### config.mk
export PLATFORM = sky130hd
export DESIGN_NAME = cpu_mode_ctrl
export DESIGN_NICKNAME = d
export VERILOG_FILES = /design/src/rtl/cpu_pkg.sv /design/src/rtl/cpu_mode_ctrl_step_qual.sv /design/src/rtl/cpu_mode_ctrl.sv
export SDC_FILE = /design/constraint.sdc
export NUM_CORES = 1
export LEC_CHECK = 0
export CAP_MARGIN = 30
export CELL_PAD_IN_SITES_DETAIL_PLACEMENT = 1
export CELL_PAD_IN_SITES_GLOBAL_PLACEMENT = 1
export CORE_ASPECT_RATIO = 1.75
export CORE_MARGIN = 3
export CORE_UTILIZATION = 30
export DETAILED_ROUTE_END_ITERATION = 8
export GPL_TIMING_DRIVEN = 0
export PLACE_DENSITY = 0.83
export SLEW_MARGIN = 20
export SYNTH_ARGS = -nofsm -noshare
export SYNTH_HDL_FRONTEND = slang
export SYNTH_SLANG_ARGS = --single-unit
### constraint.sdc
create_clock -name clk -period 1.55 [get_ports clk]
set_input_delay 0.31 -clock clk [delete_from_list [all_inputs] [get_ports clk]]
set_output_delay 0.31 -clock clk [all_outputs]
set_load 0.05 [all_outputs]
### src/rtl/cpu_pkg.sv
// Shared mode encodings for the mode controller and the control unit.
// cpustate carries these values unchanged.
package cpu_pkg;

  localparam logic [1:0] ST_IDLE  = 2'b00;
  localparam logic [1:0] ST_IN    = 2'b01;
  localparam logic [1:0] ST_CHECK = 2'b10;
  localparam logic [1:0] ST_RUN   = 2'b11;

  // True for the two modes that drive the loader address counter.
  function automatic logic is_loader_mode(input logic [1:0] st);
    return (st == ST_IN) || (st == ST_CHECK);
  endfunction

endpackage

### src/rtl/cpu_mode_ctrl_step_qual.sv
// Operator step qualifier: one registered pulse per press.
// STEP_DEBOUNCE_EN adds a 2-flop synchronizer and a DB_CYCLES stable filter.
module step_qual #(
  parameter int DB_CYCLES = 16
) (
  input  logic clk,
  input  logic reset,
  input  logic step,
  output logic pulse
);

`ifdef STEP_DEBOUNCE_EN
  localparam int CNT_W = $clog2(DB_CYCLES + 1);

  logic             sync1_q, sync2_q;
  logic             stable_q, stable_d;
  logic             stable_prev_q;
  logic [CNT_W-1:0] cnt_q, cnt_d;
  logic             pulse_q, pulse_d;

  // The filtered level only flips after DB_CYCLES consecutive disagreeing samples.
  always_comb begin
    cnt_d    = cnt_q;
    stable_d = stable_q;
    if (sync2_q == stable_q) begin
      cnt_d = '0;
    end else if (cnt_q == CNT_W'(DB_CYCLES - 1)) begin
      stable_d = sync2_q;
      cnt_d    = '0;
    end else begin
      cnt_d = cnt_q + 1'b1;
    end
    pulse_d = stable_q & ~stable_prev_q;
  end

  always_ff @(posedge clk or negedge reset) begin
    if (!reset) begin
      sync1_q       <= 1'b0;
      sync2_q       <= 1'b0;
      stable_q      <= 1'b0;
      stable_prev_q <= 1'b0;
      cnt_q         <= '0;
      pulse_q       <= 1'b0;
    end else begin
      sync1_q       <= step;
      sync2_q       <= sync1_q;
      stable_q      <= stable_d;
      stable_prev_q <= stable_q;
      cnt_q         <= cnt_d;
      pulse_q       <= pulse_d;
    end
  end
`else
  logic        prev_q;
  logic        pulse_q, pulse_d;
  logic [31:0] unused_db_cycles;

  assign unused_db_cycles = 32'(DB_CYCLES);

  always_comb begin
    pulse_d = step & ~prev_q;
  end

  always_ff @(posedge clk or negedge reset) begin
    if (!reset) begin
      prev_q  <= 1'b0;
      pulse_q <= 1'b0;
    end else begin
      prev_q  <= step;
      pulse_q <= pulse_d;
    end
  end
`endif

  assign pulse = pulse_q;

endmodule

### src/rtl/cpu_mode_ctrl.sv
// Front-panel mode controller: IDLE/IN/CHECK/RUN, byte loader and run reset.
// Optional STEP_DEBOUNCE_EN selects the debounced step qualifier.
module cpu_mode_ctrl
  import cpu_pkg::*;
#(
  parameter int ADDR_W    = 8,
  parameter int DB_CYCLES = 16
) (
  input  logic              clk,
  input  logic              reset,
  input  logic [1:0]        mode_sel,
  input  logic              step,
  input  logic [7:0]        din,
  input  logic [7:0]        mem_rdata,
  output logic [1:0]        cpustate,
  output logic              run_rst_n,
  output logic [ADDR_W-1:0] ld_addr,
  output logic [7:0]        ld_wdata,
  output logic              ld_we,
  output logic              ld_re,
  output logic [7:0]        disp_data,
  output logic              ld_wrap
);

  logic [1:0]        state_q, state_d;
  logic              run_rst_n_q, run_rst_n_d;
  logic [ADDR_W-1:0] ld_addr_q, ld_addr_d;
  logic [7:0]        ld_wdata_q, ld_wdata_d;
  logic              ld_we_q, ld_we_d;
  logic              ld_re_q, ld_re_d;
  logic              rd_pend_q, rd_pend_d;
  logic [7:0]        disp_data_q, disp_data_d;
  logic              ld_wrap_q, ld_wrap_d;

  logic step_pulse;
  logic chg, entry, busy, accept, capture, advance;

  step_qual #(
    .DB_CYCLES(DB_CYCLES)
  ) u_step_qual (
    .clk  (clk),
    .reset(reset),
    .step (step),
    .pulse(step_pulse)
  );

  // A read stays outstanding from its strobe until the data cycle; a mode change drops it.
  always_comb begin
    chg     = (mode_sel != state_q);
    entry   = chg && is_loader_mode(mode_sel);
    busy    = ld_we_q | ld_re_q | rd_pend_q;
    accept  = step_pulse & ~chg & ~busy & is_loader_mode(state_q);
    capture = rd_pend_q & ~chg;
    advance = ld_we_q | capture;

    state_d     = mode_sel;
    run_rst_n_d = (state_q == ST_RUN) && !chg;
    ld_addr_d   = ld_addr_q;
    ld_wrap_d   = ld_wrap_q;
    ld_wdata_d  = ld_wdata_q;
    ld_we_d     = 1'b0;
    ld_re_d     = 1'b0;
    rd_pend_d   = ld_re_q & ~chg;
    disp_data_d = disp_data_q;

    if (capture) begin
      disp_data_d = mem_rdata;
    end else begin
      disp_data_d = disp_data_q;
    end

    if (entry) begin
      ld_addr_d = '0;
      ld_wrap_d = 1'b0;
    end else if (advance) begin
      ld_addr_d = ld_addr_q + 1'b1;
      ld_wrap_d = ld_wrap_q | (&ld_addr_q);
    end else begin
      ld_addr_d = ld_addr_q;
      ld_wrap_d = ld_wrap_q;
    end

    if (accept) begin
      case (state_q)
        ST_IN: begin
          ld_we_d    = 1'b1;
          ld_wdata_d = din;
        end
        ST_CHECK: begin
          ld_re_d = 1'b1;
        end
        default: begin
          ld_we_d = 1'b0;
          ld_re_d = 1'b0;
        end
      endcase
    end else begin
      ld_we_d = 1'b0;
      ld_re_d = 1'b0;
    end
  end

  always_ff @(posedge clk or negedge reset) begin
    if (!reset) begin
      state_q     <= ST_IDLE;
      run_rst_n_q <= 1'b0;
      ld_addr_q   <= '0;
      ld_wdata_q  <= 8'h00;
      ld_we_q     <= 1'b0;
      ld_re_q     <= 1'b0;
      rd_pend_q   <= 1'b0;
      disp_data_q <= 8'h00;
      ld_wrap_q   <= 1'b0;
    end else begin
      state_q     <= state_d;
      run_rst_n_q <= run_rst_n_d;
      ld_addr_q   <= ld_addr_d;
      ld_wdata_q  <= ld_wdata_d;
      ld_we_q     <= ld_we_d;
      ld_re_q     <= ld_re_d;
      rd_pend_q   <= rd_pend_d;
      disp_data_q <= disp_data_d;
      ld_wrap_q   <= ld_wrap_d;
    end
  end

  assign cpustate  = state_q;
  assign run_rst_n = run_rst_n_q;
  assign ld_addr   = ld_addr_q;
  assign ld_wdata  = ld_wdata_q;
  assign ld_we     = ld_we_q;
  assign ld_re     = ld_re_q;
  assign disp_data = disp_data_q;
  assign ld_wrap   = ld_wrap_q;

endmodule
==> results list, run 1 <==
- In the synthesized netlist the dominant register cell turns out to be sky130_fd_sc_hd__dfrtp_1.
* Critical Path RT: 1.76 ns
- In the global route stage, overall resource usage came out at 15.43%.
* Main combinational cell family by area after synthesis: multiplexers
- Of the total synthesized cell area, the portion taken by XOR and XNOR cells is 1.894%.
- The final layout contains routed wiring with a total length of 4015 um.
- Yosys mapped a number of flops with a built-in enable equal to 0.
- After clock tree synthesis, the clock-pin slew on the worst setup and hold paths is 0.07 ns.
- Total clock buffers created by CTS: 5
* CTS Hold Bufs: 0
- Total area of multi-input combinational cells: 664.4 um^2
* Commonest cells after routing, fill and taps aside: 28 x sky130_fd_sc_hd__dfrtp_1, 19 x sky130_fd_sc_hd__dlygate4sd2_1, 17 x sky130_fd_sc_hd__clkdlybuf4s50_1, 16 x sky130_fd_sc_hd__mux2_2, 11 x sky130_fd_sc_hd__buf_4
- Of all flip-flops after synthesis, the portion carrying an async set or reset was between 90% and 100%.
* Synth top area cells: sky130_fd_sc_hd__dfrtp_1 60%, sky130_fd_sc_hd__mux2_2 13%, sky130_fd_sc_hd__ha_1 3.6%
- After Yosys synthesis, full adders, half adders and majority gates account for 3.607% of the synthesized area.
* Critical path class: flop to flop
- Placeable core region: 0.004444 mm^2
* Total Neg Setup Slack: -1.182 ns
- Summing all flip-flop and latch instances after layout gives approximately 830 um^2.
- Avg Synthesized Cell Area: 12.61 um^2
* Number of synthesized register bits: 33
- Floorplan die width: 57.41 um
- The first global-routing pass estimated 6258 um of wire.
* Slew Limit Headroom: 49.81%
- Routed wire length per instance: 17.53 um
- Once detail routing completed, the nets flagged for antenna violations numbered 0.
- Setup Slack @ Placement: -0.5636 ns
- Multiplexer share of the synthesized area: 13.71%
- The first TritonRoute pass finished after 4 iterations.
- TritonCTS built the clock tree.
- The number of nets in the synthesized netlist is 135.
* Status: finished with violations
- The via count of the first global-routing pass is approximately 1300.
- Fraction of the mapped netlist area in compound gates: 6.673%
- # port buffers: 50
* Critical path startpoint category: flop
- For this run, the register share of the synthesized area comes to 59.51%.
- For this design the top-level I/O count stands at just over 50.
- Max VDD drop: 682.6 uV
- Sinks on Clock Net: 33
* Post-detailed-route via-to-cell ratio: 5.022
* Vias after detailed routing: 1150
- The area growth from synthesis to layout is 59.60%.
- For this block, the initial DRC count from the detailed router was 10.
* Worst skew pair latency: 0.29 ns
* Largest net degree at the start of global routing: 34
* Total inserted antenna cells: 0
* Layout Nets: 203
- Shortest period the worst path allows: ~1.7 ns
* Transition at the pin with the smallest max-transition slack: 0.7528 ns
* Netlist area before placement: 0.001388 mm^2
- Final-report hold violation count: 0
* Cell variety after synth: 27
- Root buffer cell: sky130_fd_sc_hd__clkbuf_8
- The floorplan step defined a die boundary enclosing roughly 0.0055 mm^2.
- Leaving out fill and tap cells, the most frequent cell in the layout is sky130_fd_sc_hd__dfrtp_1.
- The worst hold path belongs to the class input port to async pin.
- The initialized floorplan defines 32 standard-cell rows.
* Post-synthesis cell count: between 100 and 150
* Pwr dens: 971.8 mW/mm^2
* Cell accounting for the most synthesized area: sky130_fd_sc_hd__dfrtp_1
- Final cell area excluding filler cells: 0.002215 mm^2
- Max-cap violations: 0
- The longest clock path from root to sink contains 2 buffers.
- In this run the number of H-tree levels came out at 2.
* Hpwl dp: 2646 um
- Share of cells above drive strength 1: 37.08%
- The number of antenna violations at the first check in global routing is 0.
* Post-route clock period utilization: 108.6%
- Setup repair after global routing could not meet its margin everywhere.
- PnR worst setup slack: -0.1330 ns
* Top-area cell type share of the netlist area: slightly below 60%
* Biggest fanout along the worst timing path: 8
- Register-to-Register Setup Slack: -0.13 ns
* RePlAce Congestion: 0.7027
- Setup violations remaining at the end of the flow were counted as 24.
- DRC Markers: 0
- Cell area reported after detailed placement: 0.001969 mm^2
- Global routing finished with a remaining overflow of 0.
- STA classifies the critical path endpoint as a flop.
* Initial Util: 31.22%
- On the final layout, the worst clock skew is 0.007014 ns.
- Data on the critical path arrives at its endpoint at ~1.9 ns.
- Summing the areas of all and, or, nand and nor instances in the mapped netlist gives 12.17% of the synthesized area.
* Violated checks: negative setup slack
- From bottom edge to top edge, the die measures approximately 96 um.
* Yosys warnings: 0
* Peak Freq: about 590 MHz
* Fill cell instance count of the final layout: 471
- Leakage power: 1.079 nW
- The max-slew violation count was 0.
## through the flow
| stage | power (mW) | util (%) | instances | hold WS (ns) |
|---|---|---|---|---|
| after floorplan | 1.282 | - | 110 | 0.01441 |
| after global placement | 1.496 | 44.43 | 211 | 0.3857 |
| after detailed placement | 1.510 | 44.31 | 211 | 0.3923 |
| after CTS | 2.166 | 48.45 | 226 | 0.1070 |
| after global routing | 2.252 | 49.83 | 229 | 0.1354 |
| final | 2.152 | 49.83 | 229 | 0.08753 |
## per-layer routing
layer	wire [um]	global-route usage, %
met1	1371	14.27
met2	2283	29.53
met3	280	4.966
met4	79	7.157
met5	0	0
## repair_timing
item,CTS,global route
setup endpoints to repair,55,27
setup buffers,8,3
resized for setup,54,24
gates cloned,1,0
pin swaps,6,4
## path summary, 6_finish.rpt
path | startpoint | to | cells after the start
worst max-delay path | cpustate[1] | ld_addr[5] | 5
min in group clk | mode_sel[0] | cpustate[0] | 1
worst max register to register | cpustate[1] | ld_addr[5] | 5
worst min register to register | u_step_qual.prev_q | u_step_qual.pulse | 1
worst min-delay path | reset | cpustate[0] | 1
max in group asynchronous | reset | ld_addr[0] | 1
## cell usage after synthesis, types with 2 or more instances
cell                       count
sky130_fd_sc_hd__nand3_1       6
sky130_fd_sc_hd__nor2b_1       3
sky130_fd_sc_hd__nand2b_1      2
sky130_fd_sc_hd__ha_1          4
sky130_fd_sc_hd__dfrtp_1      33
sky130_fd_sc_hd__mux2_2       16
sky130_fd_sc_hd__o21ai_0       4
sky130_fd_sc_hd__or3_1         4
sky130_fd_sc_hd__inv_1         6
sky130_fd_sc_hd__or4_1         2
sky130_fd_sc_hd__xor2_1        3
sky130_fd_sc_hd__and2_1        2
sky130_fd_sc_hd__nor2_1        5
sky130_fd_sc_hd__nand2_1       3
sky130_fd_sc_hd__a21oi_1       5
## kinds of logic (layout without fill, tap and decap cells)
family	Yosys count	in the layout
xor+xnor	3	3
buf+inv	8	75
fa+ha+maj	4	4
simple gates	30	31
flops	33	33
mux	17	17
compound gates	15	15
## final cells by class
| type | instances | area share (%) |
|---|---|---|
| buffer | 1 | 0.5085 |
| clock buffer | 7 | 3.898 |
| inverter | 6 | 1.017 |
| multi-input combinational | 70 | 30.00 |
| sequential | 33 | 37.57 |
| tap | 51 | 2.881 |
| timing repair buffer | 61 | 24.12 |
## worst max-delay path, cell delays in order (launching register included)
cell and delay (ns):
sky130_fd_sc_hd__dfrtp_2 0.45, sky130_fd_sc_hd__xor2_4 0.17, sky130_fd_sc_hd__o31a_1 0.36, sky130_fd_sc_hd__buf_6 0.16, sky130_fd_sc_hd__or3_1 0.33, sky130_fd_sc_hd__a21oi_2 0.13
## sequential cells by signal, indices dropped and copies added (netlist names)
register,cells
run_rst_n,1
cpustate,2
ld_we,1
rd_pend_q,1
ld_wrap,1
u_step_qual.pulse,1
ld_re,1
u_step_qual.prev_q,1
ld_addr,8
disp_data,8
ld_wdata,8
## power by group
group	internal, mW	switching (mW)	leakage (nW)
sequential	0.927	0.0350	0.436
combinational	0.186	0.351	0.598
clock	0.352	0.301	0.0443
total	1.47	0.687	1.08
Power figures use the tool's default switching activity.
==> run 2: changes to the inputs <==
Settings changed: CORE_UTILIZATION 30 to 33, GPL_TIMING_DRIVEN 0 to 1, PLACE_DENSITY 0.83 to 0.86, REMOVE_ABC_BUFFERS set to 1.
Clock period 1.55 ns to 1.7 ns, I/O delays scaled along.
==> run 2 against run 1 <==
Against the previous run:
- the run now ends clean
- sequential power down 8.5%
- die area decreased by 8.4%
- power decreased by 6.4%
- via count decreased by 2.0%
- sequential cell count is the same
- utilization grew 3.8 points
- routed wire length is 2.1% higher
==> results list, run 2 (synthesized netlist as in run 1, its figures left out) <==
* Status: complete, no violations (was finished with violations)
- Via count of the first global-routing pass: 1277 (was 1332)
- Layout Nets: 202 (was 203)
- The max-cap check violation count is 0 (unchanged).
- The class of the tightest hold or removal check is input port to flop (was input port to async pin).
- The global-route usage over all layers is 16.56% (was 15.43%).
* Number of placement rows: 30 (was 32)
- The required time of the worst setup path came to 1.91 ns (was 1.76 ns).
- The critical setup path kind is flop to flop (unchanged).
- The count of port buffers added during placement was 50 (unchanged).
* Worst skew pair latency: 0.28 ns (was 0.29 ns)
- The cell leakage power came to 1.055 nW (was 1.079 nW).
- The chip width was 55.02 um (was 57.41 um).
- The number of buffers added by the clock tree synthesis step was 5 (unchanged).
- Cell depth of the worst hold path: 1
- The core footprint came to 0.003979 mm^2 (was 0.004444 mm^2).
- The post-detailed-route count of antenna-violating nets is 0 (unchanged).
* # H-tree levels: 2 (unchanged)
- The pin count of the biggest net entering global routing was 34 (unchanged).
- Number of failing setup endpoints in the final timing report: 0 (was 24)
- Cell area reported after detailed placement: 0.001982 mm^2 (was 0.001969 mm^2)
- Post-detailed-route via-to-cell ratio: 4.987 (was 5.022)
* Critical path capture point type: flop (unchanged)
- Synthesis-to-finish area growth: 53.83% (was 59.60%)
- The antenna cell count is 0 (unchanged).
- Number of placed I/O pins: 51 (unchanged)
- The final routed wire length divided by cell count is 18.14 um (was 17.53 um).
* Clock transition at the registers of the reported paths: 0.07 ns (about the same)
- Max Transition Viols Final: 0 (unchanged)
* Setup Slack @ Placement: -0.4259 ns (was -0.5636 ns)
* Maximum clock path buffer count: 2 (unchanged)
* Vias after detailed routing: 1127 (was 1150)
* Global Route met3 Usage: 4.228% (was 4.966%)
- Post-Route Skew: 0.01091 ns (was 0.007014 ns)
- The number of DRC markers after the initial detailed-route iteration came to 9 (was 10).
* Total power of the final layout: 2.014 mW (was 2.152 mW)
- Commonest cells after routing, fill and taps aside: 38 x sky130_fd_sc_hd__buf_4, 33 x sky130_fd_sc_hd__dfrtp_1, 18 x sky130_fd_sc_hd__clkdlybuf4s50_1, 16 x sky130_fd_sc_hd__mux2_2, 7 x sky130_fd_sc_hd__clkbuf_8 (was 28 x sky130_fd_sc_hd__dfrtp_1, 19 x sky130_fd_sc_hd__dlygate4sd2_1, 17 x sky130_fd_sc_hd__clkdlybuf4s50_1, 16 x sky130_fd_sc_hd__mux2_2, 11 x sky130_fd_sc_hd__buf_4).
- Final cell area excluding filler cells: 0.002135 mm^2 (was 0.002215 mm^2)
- The total detailed-routing wirelength came to 4100 um (was 4015 um).
- Biggest fanout along the worst timing path: 8 (unchanged)
- The detailed-route DRC error count was 0 (unchanged).
* Critical path startpoint category: flop (unchanged)
- The final worst-path setup slack came to 0.01043 ns (was -0.1330 ns).
- The number of hold violations in the final report is 0 (unchanged).
* Pwr dens: 943.8 mW/mm^2 (was 971.8 mW/mm^2)
- Peak Freq: 591.9 MHz (was 594.2 MHz)
- Met2 track demand over resource in global routing: 31.13% (was 29.53%)
- RePlAce Congestion: 0.7184 (was 0.7027)
- Post-route clock period utilization: 99.39% (was 108.6%)
* Hpwl dp: 2996 um (was 2646 um)
- Number of iterations in the first detailed-routing pass: 5 (was 4)
* GRT busiest layer: met2 (unchanged)
* Slew Limit Headroom: 71.02% (was 49.81%)
* Die Outline Area: 0.005049 mm^2 (was 0.005510 mm^2)
- Initial Util: 34.87% (was 31.22%)
- The length in cells of the worst reg-to-reg path is 5 (unchanged).
- The TritonCTS clock tree was yes (unchanged).
- Sinks on Clock Net: 33 (unchanged)
* Initial antenna violation count: 0 (unchanged)
* Shortest period the worst path allows: 1.690 ns (was 1.683 ns)
- Transition at the pin with the smallest max-transition slack: 0.4346 ns (was 0.7528 ns)
- The arrival time of data at the critical path endpoint was 1.90 ns (about the same).
- Remaining global-route overflow: 0 (unchanged)
- Max VDD drop: 624.5 uV (was 682.6 uV)
- The share of layout cells above drive strength 1 was 42.13% (was 37.08%).
* Die height: 91.78 um (was 95.97 um)
- Root buffer cell: sky130_fd_sc_hd__clkbuf_8 (unchanged)
- Global routing met1 resource utilization: 16.44% (was 14.27%)
- The most frequent standard cell in the layout excluding fill and tap cells is sky130_fd_sc_hd__buf_4 (was sky130_fd_sc_hd__dfrtp_1).
* Min Hold Slack: 0.3882 ns (was 0.08753 ns)
* First-pass GRT wire length: 6023 um (was 6258 um)
## run 2: cell types whose count changed in the layout (fill, tap and decap cells not counted), moves of 2 or more
cell                              delta
sky130_fd_sc_hd__nand3_4             -2
sky130_fd_sc_hd__buf_12              +3
sky130_fd_sc_hd__buf_2               -2
sky130_fd_sc_hd__dfrtp_2             -5
sky130_fd_sc_hd__clkdlybuf4s15_2     -4
sky130_fd_sc_hd__clkbuf_2            -4
sky130_fd_sc_hd__clkdlybuf4s15_1     -4
sky130_fd_sc_hd__o21ai_1             +2
sky130_fd_sc_hd__buf_4              +27
sky130_fd_sc_hd__dfrtp_1             +5
sky130_fd_sc_hd__dlygate4sd2_1      -17
## run 2: final cells by class
cell class | count | area (um^2)
Clock inverter | 1 | 5.005
Clock buffer | 7 | 96.34
Tap cell | 48 | 60.06
Sequential cell | 33 | 825.8
Fill cell | 435 | 1844
Multi-Input combinational cell | 69 | 570.5
Inverter | 6 | 22.52
Timing Repair Buffer | 62 | 554.3
## run 2: layer usage
| metal | vias up | part of all wire, % |
|---|---|---|
| met3 | 8 | 4.4 |
| met1 | 567 | 36 |
| met5 | - | 0 |
| met4 | 0 | 1.5 |
| met2 | 32 | 58 |
| li1 | 520 | - |
## run 2: worst paths after layout
check                              startpoint           endpoint  slack [ns]
hold reg to reg            u_step_qual.prev_q  u_step_qual.pulse        0.39
setup / recovery                  cpustate[1]         ld_addr[6]        0.01
hold / removal                    mode_sel[0]        cpustate[0]        0.39
setup reg to reg                  cpustate[1]         ld_addr[6]        0.01
max in group asynchronous               reset       disp_data[0]        0.91
min in group asynchronous               reset        cpustate[0]        0.47
## run 2: metrics by stage
step,TNS (ns),std cells,util (%)
2_1_floorplan,-1.724,108,-
3_3_place_gp,-5.196,217,49.81
3_5_place_dp,-7.597,217,49.81
4_1_cts,0,225,52.30
5_1_grt,-0.1018,226,53.65
6_report,0,226,53.65
## run 2: critical path: stages (launching register included)
cell and delay, ns:
sky130_fd_sc_hd__dfrtp_1 0.41, sky130_fd_sc_hd__xor2_2 0.17, sky130_fd_sc_hd__o31a_1 0.36, sky130_fd_sc_hd__buf_6 0.16
sky130_fd_sc_hd__or3_4 0.37, sky130_fd_sc_hd__a21oi_2 0.16
## run 2: what timing repair did
action,4_1_cts,5_1_grt
setup buffers,0,1
gates resized for setup,2,12
hold buffers,0,0
endpoints found under the hold margin,0,0
pin swaps,0,5
setup endpoints to repair,23,9
## run 2: power breakdown
group          switching, mW  internal [mW]  total, mW
clock                  0.279          0.366      0.645
sequential            0.0349          0.845      0.880
combinational          0.309          0.181      0.490
